--- src/rtl/call_pkg.sv ---
// ----------------------------------------------------------------------------
// call_pkg
// Shared definitions for the call-control layer: call state codes reported to
// the UI, UI command codes, network message types and the broadcast address.
// Imported by call_controller, block_list and user_interface.
// ----------------------------------------------------------------------------
package call_pkg;

    typedef enum logic [2:0] {
        ST_IDLE      = 3'd0,
        ST_INCOMING  = 3'd1,
        ST_OUTGOING  = 3'd2,
        ST_BUSY      = 3'd3,
        ST_CALL_WAIT = 3'd4,
        ST_INIT      = 3'd5
    } state_t;

    localparam logic [2:0] CMD_NONE    = 3'd0;
    localparam logic [2:0] CMD_INIT    = 3'd1;
    localparam logic [2:0] CMD_DIAL    = 3'd2;
    localparam logic [2:0] CMD_ACCEPT  = 3'd3;
    localparam logic [2:0] CMD_REJECT  = 3'd4;
    localparam logic [2:0] CMD_END     = 3'd5;
    localparam logic [2:0] CMD_BLK_ADD = 3'd6;
    localparam logic [2:0] CMD_BLK_CLR = 3'd7;

    localparam logic [2:0] MSG_INIT    = 3'd1;
    localparam logic [2:0] MSG_RING    = 3'd2;
    localparam logic [2:0] MSG_ACK     = 3'd3;
    localparam logic [2:0] MSG_NACK    = 3'd4;
    localparam logic [2:0] MSG_HANGUP  = 3'd5;
    localparam logic [2:0] MSG_BUSY    = 3'd6;

    localparam logic [7:0] BCAST_ADDR  = 8'hFF;

endpackage

--- src/rtl/block_list.sv ---
// ----------------------------------------------------------------------------
// block_list
// Small register CAM holding blocked caller addresses.
//   clk, reset_n   : clock, synchronous active-low reset (empties the list)
//   add, addr_in   : write addr_in into the lowest free entry (caller ensures
//                    the list is not full and addr_in is not already present)
//   clr            : empty the list
//   lookup_addr    : address to test; hit is combinational
//   dup            : addr_in already present (combinational)
//   full           : every entry occupied
// ----------------------------------------------------------------------------
module block_list
    import call_pkg::*;
#(
    parameter int BLK_DEPTH = 4
) (
    input  logic       clk,
    input  logic       reset_n,
    input  logic       add,
    input  logic       clr,
    input  logic [7:0] addr_in,
    input  logic [7:0] lookup_addr,
    output logic       hit,
    output logic       dup,
    output logic       full
);

    logic [BLK_DEPTH-1:0] r_valid;
    logic [7:0]           r_addr [BLK_DEPTH];
    logic [BLK_DEPTH-1:0] w_free_sel;

    assign full = &r_valid;

    // NOTE: every output of a combinational block gets a default first, so no
    // path through the loops can leave a value unassigned and infer a latch.
    always_comb begin
        hit        = 1'b0;
        dup        = 1'b0;
        w_free_sel = '0;
        // Walk downwards so the lowest free entry is the one left selected.
        for (int i = BLK_DEPTH - 1; i >= 0; i--) begin
            if (r_valid[i] && (r_addr[i] == lookup_addr)) hit = 1'b1;
            if (r_valid[i] && (r_addr[i] == addr_in))     dup = 1'b1;
            if (!r_valid[i]) begin
                w_free_sel    = '0;
                w_free_sel[i] = 1'b1;
            end
        end
    end

    always_ff @(posedge clk) begin
        if (!reset_n) begin
            r_valid <= '0;
        end else if (clr) begin
            r_valid <= '0;
        end else if (add) begin
            r_valid <= r_valid | w_free_sel;
        end
    end

    // NOTE: only the valid bits are reset; a stale address behind a cleared
    // valid bit is never matched, so the storage itself needs no reset.
    always_ff @(posedge clk) begin
        for (int i = 0; i < BLK_DEPTH; i++) begin
            if (add && !clr && w_free_sel[i]) r_addr[i] <= addr_in;
        end
    end

endmodule

--- src/rtl/call_controller.sv ---
// ----------------------------------------------------------------------------
// call_controller
// Call-control FSM between the user interface and the packet layer.
//   clk, reset_n            : clock, synchronous active-low reset
//   ui_cmd/_valid, ui_addr  : one-cycle UI command and its dial/block address
//   rx_valid/_type/_src     : received signalling message
//   tx_ready                : packet layer accepts the pending tx message
//   tx_valid/_type/_dest    : single-entry outgoing message register
//   current_state           : call state code for the UI
//   remote_addr             : peer of the active or pending call
//   incoming_call/inc_address : a non-blocked call is ringing, and who from
//   cmd_err                 : one-cycle pulse, command illegal or dropped
// ----------------------------------------------------------------------------
module call_controller
    import call_pkg::*;
#(
    parameter logic [7:0] MY_ADDR      = 8'h01,
    parameter int         RING_TIMEOUT = 1000,
    parameter int         BLK_DEPTH    = 4
) (
    input  logic       clk,
    input  logic       reset_n,
    input  logic [2:0] ui_cmd,
    input  logic       ui_cmd_valid,
    input  logic [7:0] ui_addr,
    input  logic       rx_valid,
    input  logic [2:0] rx_type,
    input  logic [7:0] rx_src,
    input  logic       tx_ready,
    output logic       tx_valid,
    output logic [2:0] tx_type,
    output logic [7:0] tx_dest,
    output logic [2:0] current_state,
    output logic [7:0] remote_addr,
    output logic       incoming_call,
    output logic [7:0] inc_address,
    output logic       cmd_err
);

    localparam logic [15:0] TIMEOUT_LAST = 16'(RING_TIMEOUT - 1);

    state_t      r_state;
    logic [15:0] r_timer;
    logic        r_tx_valid;
    logic [2:0]  r_tx_type;
    logic [7:0]  r_tx_dest;
    logic [7:0]  r_remote;
    logic [7:0]  r_inc_addr;
    logic        r_incoming;
    logic        r_cmd_err;
    logic        r_pend_valid;
    logic [2:0]  r_pend_cmd;
    logic [7:0]  r_pend_addr;

    logic        w_rx;
    logic        w_cmd_valid;
    logic [2:0]  w_cmd;
    logic [7:0]  w_cmd_addr;
    logic        w_cmd_exec;
    logic        w_cmd_legal;
    logic        w_tx_free;
    logic        w_timeout;
    logic        w_blocked;
    logic        w_dup;
    logic        w_full;
    logic        w_blk_add;
    logic        w_blk_clr;

    // Our own messages echoed back by the network are not signalling input.
    assign w_rx        = rx_valid && (rx_src != MY_ADDR);
    // A command deferred behind an rx message takes precedence over a new one.
    assign w_cmd_valid = r_pend_valid || ui_cmd_valid;
    assign w_cmd       = r_pend_valid ? r_pend_cmd  : ui_cmd;
    assign w_cmd_addr  = r_pend_valid ? r_pend_addr : ui_addr;
    assign w_cmd_exec  = w_cmd_valid && !w_rx;
    // The slot is reusable in the same cycle the pending message is taken.
    assign w_tx_free   = !r_tx_valid || tx_ready;
    assign w_timeout   = (r_timer >= TIMEOUT_LAST);
    assign w_blk_add   = w_cmd_exec && (w_cmd == CMD_BLK_ADD) && !w_dup && !w_full;
    assign w_blk_clr   = w_cmd_exec && (w_cmd == CMD_BLK_CLR);

    block_list #(.BLK_DEPTH(BLK_DEPTH)) u_block_list (
        .clk         (clk),
        .reset_n     (reset_n),
        .add         (w_blk_add),
        .clr         (w_blk_clr),
        .addr_in     (w_cmd_addr),
        .lookup_addr (rx_src),
        .hit         (w_blocked),
        .dup         (w_dup),
        .full        (w_full)
    );

    always_comb begin
        w_cmd_legal = 1'b0;
        case (r_state)
            ST_INIT:      w_cmd_legal = (w_cmd == CMD_INIT);
            ST_IDLE:      w_cmd_legal = (w_cmd == CMD_DIAL) && (w_cmd_addr != MY_ADDR);
            ST_OUTGOING,
            ST_BUSY:      w_cmd_legal = (w_cmd == CMD_END);
            ST_INCOMING:  w_cmd_legal = (w_cmd == CMD_ACCEPT) || (w_cmd == CMD_REJECT);
            ST_CALL_WAIT: w_cmd_legal = (w_cmd == CMD_REJECT) || (w_cmd == CMD_END);
            default:      w_cmd_legal = 1'b0;
        endcase
    end

    // Every state entry restarts the ring timer and refreshes incoming_call.
    task automatic enter(input state_t s);
        r_state    <= s;
        r_timer    <= '0;
        r_incoming <= (s == ST_INCOMING) || (s == ST_CALL_WAIT);
    endtask

    task automatic send(input logic [2:0] t, input logic [7:0] d);
        r_tx_valid <= 1'b1;
        r_tx_type  <= t;
        r_tx_dest  <= d;
    endtask

    // Unanswerable rings are refused; with the slot busy the refusal is lost.
    task automatic auto_busy();
        if (w_tx_free) send(MSG_BUSY, rx_src);
    endtask

    // NOTE: all state here is written with non-blocking assignments (tasks
    // included), so later assignments in the block override earlier defaults
    // without any ordering hazard between registers.
    always_ff @(posedge clk) begin
        if (!reset_n) begin
            r_state      <= ST_INIT;
            r_timer      <= '0;
            r_tx_valid   <= 1'b0;
            r_tx_type    <= '0;
            r_tx_dest    <= '0;
            r_remote     <= '0;
            r_inc_addr   <= '0;
            r_incoming   <= 1'b0;
            r_cmd_err    <= 1'b0;
            r_pend_valid <= 1'b0;
            r_pend_cmd   <= '0;
            r_pend_addr  <= '0;
        end else begin
            r_cmd_err <= 1'b0;
            if (r_timer != 16'hFFFF) r_timer <= r_timer + 16'd1;
            if (r_tx_valid && tx_ready) r_tx_valid <= 1'b0;
            // A fresh command arriving behind a deferred one is lost.
            if (r_pend_valid && ui_cmd_valid) r_cmd_err <= 1'b1;

            if (w_rx) begin
                // The command is re-evaluated next cycle in the resulting state.
                r_pend_valid <= w_cmd_valid;
                r_pend_cmd   <= w_cmd;
                r_pend_addr  <= w_cmd_addr;
                case (r_state)
                    ST_INIT: begin
                        if (rx_type == MSG_INIT)      enter(ST_IDLE);
                        else if (rx_type == MSG_RING) auto_busy();
                    end
                    ST_IDLE: begin
                        if (rx_type == MSG_RING) begin
                            if (w_blocked) begin
                                auto_busy();
                            end else begin
                                r_inc_addr <= rx_src;
                                r_remote   <= rx_src;
                                enter(ST_INCOMING);
                            end
                        end
                    end
                    ST_OUTGOING: begin
                        if (rx_src == r_remote && rx_type == MSG_ACK)
                            enter(ST_BUSY);
                        else if (rx_src == r_remote && (rx_type == MSG_NACK || rx_type == MSG_BUSY))
                            enter(ST_IDLE);
                        else if (rx_type == MSG_RING)
                            auto_busy();
                    end
                    ST_INCOMING: begin
                        if (rx_src == r_inc_addr && rx_type == MSG_HANGUP) enter(ST_IDLE);
                        else if (rx_src != r_inc_addr && rx_type == MSG_RING) auto_busy();
                    end
                    ST_BUSY: begin
                        if (rx_src == r_remote && rx_type == MSG_HANGUP) begin
                            enter(ST_IDLE);
                        end else if (rx_type == MSG_RING) begin
                            if (w_blocked || rx_src == r_remote) begin
                                auto_busy();
                            end else begin
                                r_inc_addr <= rx_src;
                                enter(ST_CALL_WAIT);
                            end
                        end
                    end
                    ST_CALL_WAIT: begin
                        if (rx_src == r_inc_addr && rx_type == MSG_HANGUP) begin
                            enter(ST_BUSY);
                        end else if (rx_src == r_remote && rx_type == MSG_HANGUP) begin
                            r_remote <= r_inc_addr;
                            enter(ST_INCOMING);
                        end else if (rx_src != r_inc_addr && rx_type == MSG_RING) begin
                            auto_busy();
                        end
                    end
                    default: enter(ST_INIT);
                endcase
            end else begin
                r_pend_valid <= 1'b0;
                if (w_cmd_valid) begin
                    case (w_cmd)
                        CMD_NONE, CMD_BLK_CLR: ;
                        CMD_BLK_ADD: if (w_dup || w_full) r_cmd_err <= 1'b1;
                        default: begin
                            if (!w_cmd_legal || !w_tx_free) begin
                                r_cmd_err <= 1'b1;
                            end else begin
                                case (r_state)
                                    ST_INIT: begin
                                        send(MSG_INIT, BCAST_ADDR);
                                        enter(ST_IDLE);
                                    end
                                    ST_IDLE: begin
                                        send(MSG_RING, w_cmd_addr);
                                        r_remote <= w_cmd_addr;
                                        enter(ST_OUTGOING);
                                    end
                                    ST_INCOMING: begin
                                        if (w_cmd == CMD_ACCEPT) begin
                                            send(MSG_ACK, r_inc_addr);
                                            r_remote <= r_inc_addr;
                                            enter(ST_BUSY);
                                        end else begin
                                            send(MSG_NACK, r_inc_addr);
                                            enter(ST_IDLE);
                                        end
                                    end
                                    ST_CALL_WAIT: begin
                                        if (w_cmd == CMD_REJECT) begin
                                            send(MSG_NACK, r_inc_addr);
                                            enter(ST_BUSY);
                                        end else begin
                                            // Drop the old peer, the waiting caller now rings.
                                            send(MSG_HANGUP, r_remote);
                                            r_remote <= r_inc_addr;
                                            enter(ST_INCOMING);
                                        end
                                    end
                                    default: begin
                                        send(MSG_HANGUP, r_remote);
                                        enter(ST_IDLE);
                                    end
                                endcase
                            end
                        end
                    endcase
                end else if (w_timeout) begin
                    case (r_state)
                        ST_OUTGOING, ST_INCOMING: enter(ST_IDLE);
                        ST_CALL_WAIT:             enter(ST_BUSY);
                        default: ;
                    endcase
                end
            end
        end
    end

    assign tx_valid      = r_tx_valid;
    assign tx_type       = r_tx_type;
    assign tx_dest       = r_tx_dest;
    assign current_state = r_state;
    assign remote_addr   = r_remote;
    assign incoming_call = r_incoming;
    assign inc_address   = r_inc_addr;
    assign cmd_err       = r_cmd_err;

endmodule
--- config.mk ---
export PLATFORM = sky130hd
export DESIGN_NAME = call_controller
export DESIGN_NICKNAME = d
export VERILOG_FILES = /design/src/rtl/call_pkg.sv /design/src/rtl/block_list.sv /design/src/rtl/call_controller.sv
export SDC_FILE = /design/constraint.sdc
export NUM_CORES = 1
export LEC_CHECK = 0
export ABC_AREA = 1
export CAP_MARGIN = 15
export CORE_MARGIN = 3
export CORE_UTILIZATION = 65
export CTS_BUF_LIST = sky130_fd_sc_hd__clkbuf_2
export CTS_CLUSTER_SIZE = 10
export DETAILED_ROUTE_END_ITERATION = 10
export GPL_ROUTABILITY_DRIVEN = 0
export PLACE_DENSITY = 0.88
export SLEW_MARGIN = 20
export SYNTH_ARGS = -nofsm -noshare
export SYNTH_HDL_FRONTEND = slang
export SYNTH_SLANG_ARGS = --single-unit
--- constraint.sdc ---
create_clock -name clk -period 7 [get_ports clk]
set_input_delay 1.75 -clock clk [delete_from_list [all_inputs] [get_ports clk]]
set_output_delay 1.75 -clock clk [all_outputs]
set_load 0.02 [all_outputs]
* Word level (Yosys, flattened, before mapping) *
Memories as Yosys holds them, arrays and structs flattened.
Index checks and enable logic that the tools add are counted.

storage, ports and cells
  register bits = 65
  RAM bits = 32
  input port bits = 27
  output and inout port bits = 33
  memories = 1

memory list
  memory               depth  width  rd ports  clocked after memory_dff  wr ports  line              RTL
  u_block_list.r_addr  4      8      4         0                         1         block_list.sv:29  logic [7:0] r_addr [BLK_DEPTH];

operators by class
  $add $sub $neg = 1
  magnitude comparators = 1
  equal/unequal tests = 64
  multiplexer cells = 177
  bitwise logic cells = 2
  reductions and logical operators = 66

operators with widths
  operator               count
  $mux 16                18
  $mux 8                 36
  $mux 3                 36
  $pmux 16 s6            1
  $eq 8x8->1             10
  $mux 1                 63
  $ne 3x3->1 const B     19
  $pmux 8 s6             1
  $pmux 3 s6             2
  $pmux 8 s2             2
  $pmux 8 s4             1
  $eq 3x3->1 const B     9
  $logic_and 1x1->1      27
  $pmux 8 s3             1
  $reduce_and 12->1      2
  $reduce_or 8->1        3
  $eq 3x2->1 const B     6
  $add 16x1->16 const B  1
  $ge 16x10->1 const B   1
  $mux 4                 4
  $ne 16x16->1 const B   1
  $ne 4x4->1 const B     4
  $ne 8x1->1 const B     2
  $reduce_and 15->1      1
  27 further kinds       60

* Longest topological paths before layout *
  depth in word-level cells = 18
  gate-level depth with buffers = 17

* Modules after synthesis *
From an unflattened synthesis, not the netlist that was laid out.

unflattened totals
  cell total of the unflattened synthesis = 1055
  area total of the unflattened synthesis = 6622.6 µm²

modules (own cells, without submodules)
  module           times used  cells an instance  area an instance (µm²)
  call_controller  1           758                4471.8
  block_list       1           297                2150.8

* Worst setup path before layout *
No wires, ideal clock.

  path type = input-to-reg
  start = in rx_src[0]
  end = mem u_block_list.r_addr[1][0], enable pin
  arrival time = 3.515 ns
  required time = 6.617 ns
  slack = 3.102 ns
  stages on the path = 10
  path buffers = 2
  path through = buf_4 inv_2 nor2_1 nand4_1 nand2_1 inv_1 buf_4 nor2_2 nand3_1 nor3_1

on the way
  longest elaborated chain between the ends = 15
  elaborated cells on any way between the ends = 31
  classes of those cells = eq/ne: 1; mux: 14; reduce/logical: 16

ends and longest elaborated chain
  element                                                                 line                   RTL
  start, declared                                                         call_controller.sv:28  input logic [7:0] rx_src,
  $ne 8x1->1 (*)                                                          call_controller.sv:70  assign w_rx = rx_valid && (rx_src != MY_ADDR);
  $logic_and 1x1->1 (*)                                                   call_controller.sv:70
  $logic_not 1->1 (*)                                                     call_controller.sv:75  assign w_cmd_exec = w_cmd_valid && !w_rx;
  $logic_and 1x1->1 (*)                                                   call_controller.sv:75
  $logic_and 1x1->1 (3 in series)                                         call_controller.sv:79  assign w_blk_add = w_cmd_exec && (w_cmd == CMD_BLK_ADD) && !w_dup && !w_full;
  $logic_and 1x1->1 (*)                                                   block_list.sv:65       if (add && !clr && w_free_sel[i]) r_addr[i] <= addr_in;
  $logic_and 1x1->1                                                       block_list.sv:65
  $mux 1                                                                  block_list.sv:65
  $mux 1 (implied by the code)                                            block_list.sv:65
  $reduce_or 8->1 (no source line)                                        n/a
  $mux 2 (no source line) / $mux 1 (equally long branches) (3 in series)  n/a
  end, declared                                                           block_list.sv:29

Every way passes the cells marked *; elsewhere a longest branch is shown, timed or not.

* Final worst setup path *
Ends and elaborated chain as after synthesis.

==> results.ini <==
[pwr]
irDropWorstVdd_mv=0.188
finalPower_w=0.00144
power_frac_comb_pct=34.0
net-switching-power_w=0.000565
pwr-share-clk_pct=21.3
leakagePower_nw=3.27
p_int_w=0.000872
p_seq_share_pct=44.6
powerDensity_mw_per_mm2=191
switching_share_pct=39.3

[route]
firstDrtPassIters=7
initialDrtViolationCount=810
drtAntennaViolNets=0
route.detailed.drc=0
drt-total-wl_um=19600
vias=7233
viasPerCell=5.84
wl_per_cell_um=15.8

[logic_synthesis]
synthFlopType=dfxtp_1
synth.distinct_cells=47
synth_top_area_cell=dfxtp_1
synth_edf_count=32
synth_warnings=0
synthTopCellsByArea=dfxtp_1 (19%), nand2_1 (18%), edfxtp_1 (14%)
synth_fa_ha_area_share_pct=0.184
synth_top_family_by_area=simple AND/OR/NAND/NOR gates
async_flop_share_pct=0
ys_seq_area_share_pct=33.2
synth.top_cell.area_share_pct=19.1
syn_inst=1062
synth-simple-area-share_pct=38.3
synth_mux_area_share_pct=0.294
synth_compound_area_share_pct=15.1
syn_nets=1090
synth_xor_area_share_pct=3.22
netlist_area_mm2=0.00681
syn_avg_cell_area_um2=6.41
ys_seq_elements=97

[layout]
instances_no_fill=1238
synthToLayoutAreaGrowth_pct=10.3
layout_commonest_cell=nand2_1
layout_common_cells=nand2_1 (325), nor2_1 (140), inv_1 (114), dfxtp_1 (65), nand3_1 (64)
utilization_pct=75.1
layout.nets=1128
drive_gt1_share_pct=5.79
num_antenna_cells=0

[clock_tree]
hold_buffers=0
clockBufferDepth=2
cts.htree.levels=3
post-cts-setup-buffer-count=0
cts-buffers-inserted=9
cts_root_buffer=clkbuf_2
ctsResizeCount=0
clk_pin_slew_ns=0.26
cts_tree=done
clk_latency_ns=0.66
cts_num_sinks=97

[sta]
setup_viol=0
min_period_ns=4.51
fmax_mhz=222
rsz0062_at_grt=false
fin_skew_ns=0.0328
slew_viol_final=0
fin_setup_tns_ns=0
hold_viol_final=0
finalCritPeriodShare_pct=64.5
tightest_slew_ns=1.06
relSlewSlack_pct=28.7

[placement]
hpwl_um=14300
port_buffers=59
dpl.cell_count=1222

[critical_path]
cpPeakStageDelay_ns=0.85
crit_family=simple AND/OR/NAND/NOR gates
worstPathCellList=clkdlybuf4s50_1 -> inv_2 -> nor2_1 -> nand4_1 -> nand2_1 -> inv_1 -> nor2_2 -> nand3_1 -> nor3_1
critical_path_arrival_ns=4.82
cp_max_fo=22
path_buf_inv=3
cpMaxStageDelayCell=nor3_1
setup.worst_path.end_class=flop
criticalPathCategory=input port to flop
cp-start-kind=input port
required_ns=7.31

[floorplan]
fp-row-count=36
coreArea_mm2=0.0100
initial_core_util_pct=68.1
dieArea_mm2=0.0117
io_pins=60
die_h_um=108
die_w_um=108

[global_route]
grt_usage_pct=34.3
grt_pass1_vias=6385
antenna_found_initial=0
grt_pass1_wl_um=31500
grt_remaining_overflow=0
grt_max_degree=61

[run_status]
status=complete, no violations

[min_path]
hold_path.class=flop to flop

[job]
cap_violations=0

-- through the flow --
stage / setup slack [ns] / hold slack (ns) / instance area (um^2)
6_report: 2.49 / 0.478 / 7510
5_1_grt: 2.35 / 0.502 / 7510
4_1_cts: 2.63 / 0.479 / 7510
3_5_place_dp: 1.91 / 0.450 / 7380
3_3_place_gp: 2.05 / 0.444 / 7380
2_1_floorplan: 3.10 / 0.429 / 6810
-- tightest hold or removal path, delay by kind of cell, from the launching register on --
family	cells	cell delay [ns]
flip-flops	1	0.36
buffers and inverters	1	0.06
AO/OA/AOI/OAI	1	0.06
-- cells in the mapped netlist, types with 3 or more instances --
cell type and number:
a21oi_1 62, dfxtp_1 65, nand3b_1 6, clkbuf_1 11, o31ai_1 3, buf_4 9
inv_1 114, nand2_1 325, a31oi_1 10, buf_6 3, a211oi_1 10, nand3_1 64
xor2_1 16, inv_2 5, o21ai_1 4, nor2_1 140, nand2_2 12, nand4_1 20
xnor2_1 9, nor3_1 16, buf_2 10, o21ai_0 56, edfxtp_1 32, nor2_4 10
o21ai_2 7, o22ai_1 5, o211ai_1 11, nor2_2 6
-- state kept, by name, summed over array words and instances, names as in the netlist --
| signal | count |
|---|---|
| cmd_err | 1 |
| current_state | 3 |
| inc_address | 8 |
| incoming_call | 1 |
| r_pend_addr | 8 |
| r_pend_cmd | 3 |
| r_pend_valid | 1 |
| r_timer | 16 |
| remote_addr | 8 |
| tx_dest | 8 |
| tx_type | 3 |
| tx_valid | 1 |
| u_block_list.r_addr | 32 |
| u_block_list.r_valid | 4 |
-- area by class of cell --
cell class	instances	area, um^2
fillers	828	2490
flip-flops and latches	97	2260
clock inverters	7	87.6
multi-input cells	811	3890
repair buffers	62	613
well taps	133	166
inverters	119	447
clock buffers	9	45.0
-- path summary, 6_finish.rpt --
check,to,cells past startpoint,startpoint,slack (ns)
setup / recovery,u_block_list.r_addr[1][0],9,rx_src[0],2.49
hold / removal,r_pend_addr[1],2,r_pend_addr[1],0.48
setup reg to reg,u_block_list.r_addr[1][0],10,r_pend_valid,3.22
hold reg to reg,r_pend_addr[1],2,r_pend_addr[1],0.48
-- power by group through the flow --
stage	clock network [W]	logic, W	registers, W
detailed placement	0	0.000479	0.000652
global route	0.000334	0.000544	0.000646
floorplan	0	0.000314	0.000676
global placement	0	0.000474	0.000651
finish	0.000307	0.000489	0.000642
CTS	0.000307	0.000480	0.000641
-- layer usage --
| metal | routed length (um) | vias to the layer above | track usage [%] |
|---|---|---|---|
| met1 | 8250 | 3203 | 47.8 |
| met4 | 587 | 0 | 11.5 |
| met5 | 0 | - | 0 |
| met3 | 2380 | 54 | 9.31 |
| li1 | - | 3527 | - |
| met2 | 8370 | 449 | 51.6 |
-- cells by family after synthesis --
group | count (synthesis)
buffers and inverters | 154
flip-flops | 97
AND/OR/NAND/NOR | 606
adder cells (fa/ha/maj) | 1
AO/OA/AOI/OAI | 177
multiplexers | 2
XOR/XNOR | 25
Note: power is estimated with default switching activity, not from simulation.
